**config.mk**
```make
export PLATFORM = sky130hd
export DESIGN_NAME = alu_result_fifo
export DESIGN_NICKNAME = d
export VERILOG_FILES = /design/src/rtl/alu_result_fifo.sv
export SDC_FILE = /design/constraint.sdc
export NUM_CORES = 1
export LEC_CHECK = 0
export ABC_AREA = 1
export BUFFER_PORTS_ARGS = -buffer_cell sky130_fd_sc_hd__buf_2
export CORE_ASPECT_RATIO = 0.75
export CORE_MARGIN = 4
export CORE_UTILIZATION = 50
export DETAILED_ROUTE_END_ITERATION = 10
export PLACE_DENSITY = 0.73
export SLEW_MARGIN = 20
export SYNTH_ARGS = -nofsm -noshare
export SYNTH_HDL_FRONTEND = slang
export SYNTH_SLANG_ARGS = --single-unit
export TNS_END_PERCENT = 100
```
**constraint.sdc**
```tcl
create_clock -name clk -period 1.7 [get_ports clk]
set_input_delay 0.34 -clock clk [delete_from_list [all_inputs] [get_ports clk]]
set_output_delay 0.34 -clock clk [all_outputs]
set_load 0.01 [all_outputs]
```
**src/rtl/alu_result_fifo.sv**
```systemverilog
// alu_result_fifo: first-word-fall-through buffer for packed ALU result words,
// with a sticky error flag and saturating error/zero event counters.
module alu_result_fifo #(
  parameter int DEPTH = 4,
  parameter int LW    = 3
) (
  input  logic          clk,
  input  logic          rst,
  input  logic [7:0]    in_word,
  input  logic          in_valid,
  output logic          in_ready,
  output logic [7:0]    out_word,
  output logic          out_valid,
  input  logic          out_ready,
  input  logic          clr_status,
  output logic [LW-1:0] level,
  output logic          err_sticky,
  output logic [7:0]    err_count,
  output logic [7:0]    zero_count
);
  localparam int PW = $clog2(DEPTH);
  logic [7:0]    mem_q [DEPTH];
  logic [7:0]    mem_d [DEPTH];
  logic [PW-1:0] wr_ptr_q, wr_ptr_d, rd_ptr_q, rd_ptr_d;
  logic [LW-1:0] level_q, level_d;
  logic          err_sticky_q, err_sticky_d;
  logic [7:0]    err_count_q, err_count_d, zero_count_q, zero_count_d;
  logic          push, pop, err_ev, zero_ev;
  // in_ready depends only on stored level, so a pop cannot free a full slot in the same cycle
  assign in_ready   = (level_q < LW'(DEPTH)) & ~rst;
  assign out_valid  = level_q != '0;
  assign out_word   = out_valid ? mem_q[rd_ptr_q] : 8'h00;
  assign push       = in_valid & in_ready;
  assign pop        = out_valid & out_ready & ~rst;
  assign err_ev     = push & in_word[4];
  assign zero_ev    = push & in_word[7];
  assign level      = level_q;
  assign err_sticky = err_sticky_q;
  assign err_count  = err_count_q;
  assign zero_count = zero_count_q;
  always_comb begin
    mem_d = mem_q;
    if (push) mem_d[wr_ptr_q] = in_word;
    wr_ptr_d     = push ? wr_ptr_q + PW'(1) : wr_ptr_q;
    rd_ptr_d     = pop ? rd_ptr_q + PW'(1) : rd_ptr_q;
    level_d      = (push & ~pop) ? level_q + LW'(1) : (~push & pop) ? level_q - LW'(1) : level_q;
    err_sticky_d = err_ev ? 1'b1 : clr_status ? 1'b0 : err_sticky_q;
    err_count_d  = err_ev ? (clr_status ? 8'd1 : (err_count_q == 8'hFF ? 8'hFF : err_count_q + 8'd1))
                 : clr_status ? 8'd0 : err_count_q;
    zero_count_d = zero_ev ? (clr_status ? 8'd1 : (zero_count_q == 8'hFF ? 8'hFF : zero_count_q + 8'd1))
                 : clr_status ? 8'd0 : zero_count_q;
  end
  always_ff @(posedge clk) begin
    mem_q <= mem_d;
    if (rst) begin
      wr_ptr_q     <= '0;
      rd_ptr_q     <= '0;
      level_q      <= '0;
      err_sticky_q <= 1'b0;
      err_count_q  <= 8'd0;
      zero_count_q <= 8'd0;
    end else begin
      wr_ptr_q     <= wr_ptr_d;
      rd_ptr_q     <= rd_ptr_d;
      level_q      <= level_d;
      err_sticky_q <= err_sticky_d;
      err_count_q  <= err_count_d;
      zero_count_q <= zero_count_d;
    end
  end
endmodule

```
# After elaboration in Yosys (flattened, before gate mapping)
# Cells that the tools add are included.
[word_totals] romBits=0 latchBits=0 elab_cells=58 register_bits=56 ramBits=0 n_memories=0 output_inout_bits=30 in_bits=13
[classes] addsub=6 muxes=18 n_eq_ne=2 order_cmp=4 n_reduce_logical=5 multipliers=0 n_div=0 shift=0 bitwise_logic=13
[op_table] operator="2-to-1 mux 8 bit" count=11
[op_table] operator="bitwise mux 32 bit" count=1
[op_table] operator="adder 8 x 1 -> 8 bit (second input constant)" count=2
[op_table] operator="binary-select mux 8 bit (select 2 bit)" count=1
[op_table] operator="demux 8 bit (select 2 bit)" count=1
[op_table] operator="equality test 8 bit (second input constant)" count=2
[op_table] operator="AND 1 bit" count=8
[op_table] operator=">= comparator 3 bit (second input constant)" count=2
[op_table] operator="2-to-1 mux 3 bit" count=2
[op_table] operator="NOT 2 -> 3 bit" count=2
[op_table] operator="nonzero test 2 bit" count=3
[op_table] operator="adder 2 x 1 -> 2 bit (second input constant)" count=2
[op_table] operator="adder 3 x 1 -> 3 bit (second input constant)" count=1
[op_table] operator="< comparator 3 x 1 -> 1 bit (second input constant)" count=1
[op_table] operator="< comparator 3 bit (second input constant)" count=1
[op_table] operator="NOT 1 bit" count=3
[op_table] operator="nonzero test 3 bit" count=1
[op_table] operator="subtractor 3 x 1 -> 3 bit (second input constant)" count=1
[op_table] operator="2-to-1 mux 1 bit" count=2
[op_table] operator="logical AND 1 bit" count=1

# Logic depth before layout (Yosys ltp)
[logic_depth] ltp_word=7 mapped_depth=10 depth_no_buf=10

# Least setup slack after synthesis
# No wires, ideal clock.
[synth_timing] path_kind="reg2reg" start="register level_q[2], in the netlist level[2]" end="register level_q[2], in the netlist level[2]" t_arrival_ns=1.650 required_time_ns=1.572 period_less_slack_ns=1.777 path_buffers=0 stages_incl_launch_ff=11 setup_slack_ns=-0.077 cell_sequence="dfxtp_1 -> nor2_4 -> nand2_4 -> inv_4 -> ha_1 -> inv_1 -> fa_1 -> a21oi_1 -> o21ai_0 -> xor2_1 -> nor2_1"
[synth_via] elab_chain_cells=6
[synth_lines] item="start, declared" line="25" source="logic [LW-1:0] level_q, level_d;"
[synth_lines] item="start signal, assigned" line="65" source="level_q <= level_d;"
[synth_lines] item="< comparator 3 bit (*)" line="30" source="assign in_ready = (level_q < LW'(DEPTH)) & ~rst;"
[synth_lines] item="AND 1 bit (*)" line="30"
[synth_lines] item="net in_ready" line="11" source="output logic in_ready,"
[synth_lines] item="AND 1 bit (*)" line="33" source="assign push = in_valid & in_ready;"
[synth_lines] item="net push" line="28" source="logic push, pop, err_ev, zero_ev;"
[synth_lines] item="NOT 1 bit" line="46" source="level_d = (push & ~pop) ? level_q + LW'(1) : (~push & pop) ? level_q - LW'(1) : level_q;"
[synth_lines] item="AND 1 bit" line="46"
[synth_lines] item="nonzero test 2 bit (no line)"
# Mark *: on every way through the listed nets, which the timed path passes. The rest lies on a longest branch. The select of a mux whose other input is x is not followed.
# A chain may end at the register's enable or synchronous reset.

# Worst setup path after layout
[layout_timing] start="register rd_ptr_q[0]" end="output port out_word[3]"
[layout_via] elab_chain_cells=5
[layout_lines] item="start, declared" line="24" source="logic [PW-1:0] wr_ptr_q, wr_ptr_d, rd_ptr_q, rd_ptr_d;"
[layout_lines] item="start signal, assigned" line="64" source="rd_ptr_q <= rd_ptr_d;"
[layout_lines] item="NOT 2 -> 3 bit (implied by the code)" line="32" source="assign out_word = out_valid ? mem_q[rd_ptr_q] : 8'h00;"
[layout_lines] item="binary-select mux 8 bit (select 2 bit)" line="32"
[layout_lines] item="2-to-1 mux 8 bit (implied by the code) (2 in a row)" line="32"
[layout_lines] item="2-to-1 mux 8 bit" line="32"
[layout_lines] item="end, declared" line="12" source="output logic [7:0] out_word,"
# Every way passes these cells. The select of a mux whose other input is x is not followed.

==> reports/metrics.cfg <==
[job]
drv_cap = 0

[timing]
rsz0062_at_grt = true
fin_ws_ns = -0.0241
relSlewSlack = 0.816
tightest_slew_ns = 0.275
min_period_over_period = 1.01
hold_ws_ns = 0.253
min_period_ns = 1.72
tns_ns = -0.0362
setup_viol = 2
drv_slew = 0
finalHoldViolCount = 0
max_freq_mhz = 580
fin_skew_ns = 0.00565

[logic_synthesis]
syn_area_mm2 = 0.00266
ys_ff_latch = 56
synth_fp_nets = 328
synth_cell_type_count = 27
synth_cells = 307
synth_top_area_share = 0.361
yosys_warnings = 0
avgSynthCellArea_um2 = 8.67
yosys.area.top_type = edfxtp_1
synth_seq_area_share = 0.541
synthTopCellsByArea = edfxtp_1 36%, dfxtp_1 18%, nand2_1 8.3%, nor2_1 7.2%, o21ai_0 5.6%

[floorplanning]
fp.dieW_um = 92.3
fp.dieArea_mm2 = 0.00657
io_pins = 43
fp.dieH_um = 71.2
initial_core_util = 0.531
design.core.area_mm2 = 0.00501
rows = 22

[critical_path]
cp.arrival_ns = 1.38
worst-path-stages = 6
required_ns = 1.36
reg2reg_depth = 10
critPathMaxFanout = 7
path_class = reg2out
crit_chain = buf_6 -> nor2_2 -> nor2_1 -> o21ai_1 -> a21oi_1 -> buf_2
cpMaxStageDelayCell = dfxtp_4
setup.worst_path.start_class = register
cp-end-kind = primary output
critPathTopFamily = flip-flops
slowest_delay_ns = 0.41
reg2reg_slack_ns = 0.01
crit_buf_inv = 2

[placement]
gp_congestion = 0.855
dpl_cell_area_mm2 = 0.00306
portBuffers = 42
dp_hpwl_um = 4060
pre_cts_slack_ns = -0.0867

[power]
switching_share = 0.293
p_comb_frac = 0.253
power.leakage_nw = 1.35
seq_power_share = 0.487
ir_drop_v = 0.000826
p_per_area_mw_per_mm2 = 991
p_int_w = 0.00228
p_clk_frac = 0.260
p_sw_w = 0.000946

[clock_network]
numClockSinks = 56
tritoncts = done
numCtsBuffers = 5
clkTransAtPathRegs_ns = 0.09
cts_buffer_depth = 2
holdBufCountCts = 0
htreeDepth = 2
clock-root-buffer = clkbuf_8
clock_latency_ns = 0.30

[global_routing]
grtUsageTotal = 0.177
antenna_found_initial = 0
grt_pass1_vias = 1992
grt_max_degree = 17
grt_first_pass_wirelength_um = 9290
gr-total-overflow = 0

[detailed_routing]
first_pass_iters = 4
routed_via_density = 4.98
wirelength_um = 5700
num_vias = 2197
final_antenna_net_count = 0
drt_iter0_drc = 140
avgRoutedWirePerCell_um = 12.9
drc_errors = 0

[final_layout]
nNetsFinal = 389
n_antenna_cell = 0
final_core_util = 0.650
final_area_mm2 = 0.00326
area_delta_synth_final_pct = 22.4
final_cell_mix = 58 x nand2_1, 44 x nor2_1, 42 x buf_2
final_common_cell = nand2_1
drive_gt1_frac = 0.271

[worst_hold_path]
holdCritPathClass = in2reg
hold_depth = 1

[run_status]
status = finished, violations left
violations = setup timing

[timing repair]
action,in CTS,in global routing
gates resized for setup,11,23
pin swaps,2,17
hold endpoints to repair,0,0
endpoints found under the setup margin,8,10
buffers inserted,1,1
[Yosys cell counts]
library cell  number
nand2_1           59
nor2_1            51
edfxtp_1          32
o21ai_0           30
a21oi_1           28
inv_1             28
dfxtp_1           24
nand3_1           17
ha_1               7
inv_2              4
nor2_4             4
clkbuf_1           3
nand2_4            3
a31oi_1            2
buf_2              2
nor3_1             2
buf_6              1
clkinv_1           1
fa_1               1
inv_4              1
nand2_2            1
nand3b_1           1
nor2_2             1
nor2_8             1
o211ai_1           1
o21ai_1            1
xor2_1             1
[layout make-up]
cell class | instances | area (um^2)
fillers | 441 | 1750
flip-flops and latches | 56 | 1450
multi-input cells | 211 | 1110
repair buffers | 60 | 357
inverters | 34 | 140
well taps | 72 | 90.1
clock buffers | 6 | 72.6
clock inverters | 2 | 35.0
[power by group through the flow]
stage	combinational, W	sequential (W)	clock, W
6_report	0.000817	0.00157	0.000838
5_1_grt	0.000901	0.00158	0.000921
4_1_cts	0.000761	0.00156	0.000858
3_5_place_dp	0.000737	0.00158	0
3_3_place_gp	0.000725	0.00158	0
2_1_floorplan	0.000409	0.00159	0
[layer usage]
layer	wire length [um]	vias up	part of all wire	global-route usage
met4	19	0	0.0033	0.0412
li1	-	1133	-	-
met5	0	-	0	0
met2	2500	46	0.44	0.266
met3	322	2	0.056	0.0404
met1	2860	1016	0.50	0.260
[flip-flops by register name, indices dropped and copies added, names as in the netlist]
name        flops
err_sticky      1
rd_ptr_q        2
wr_ptr_q        2
zero_count      8
mem_q          32
level           3
err_count       8
[worst paths after layout]
check              startpoint           to
setup / recovery  rd_ptr_q[0]  out_word[3]
hold / removal     in_word[2]    mem_q[18]
setup reg to reg     level[2]     level[2]
hold reg to reg    err_sticky   err_sticky
[through the flow]
stage	power, W	instances
after detailed placement	0.00232	431
after CTS	0.00318	440
after floorplan	0.00200	307
final	0.00323	441
after global routing	0.00340	441
after global placement	0.00231	431
[worst reg2reg max path, cell delays in order (launching register included)]
cell and delay [ns]:
dfxtp_4 0.38, nor2_4 0.14, nand2_4 0.07, inv_4 0.06, ha_4 0.12, inv_2 0.04
fa_2 0.37, a21oi_2 0.12, o21ai_1 0.09, xor2_1 0.16, nor2_1 0.09
[logic make-up (layout without fill, tap and decap cells)]
logic type                 Yosys count  in the layout  synth area share
adders and majority gates            8              8            0.0404
buffers and inverters               40            102            0.0611
xor gates and xnor gates             1              1           0.00329
and+or+nand+nor                    140            140             0.235
AOI/OAI and AO/OA                   62             62             0.118
DFF                                 56             56             0.541
Power figures use the tool's default switching activity.
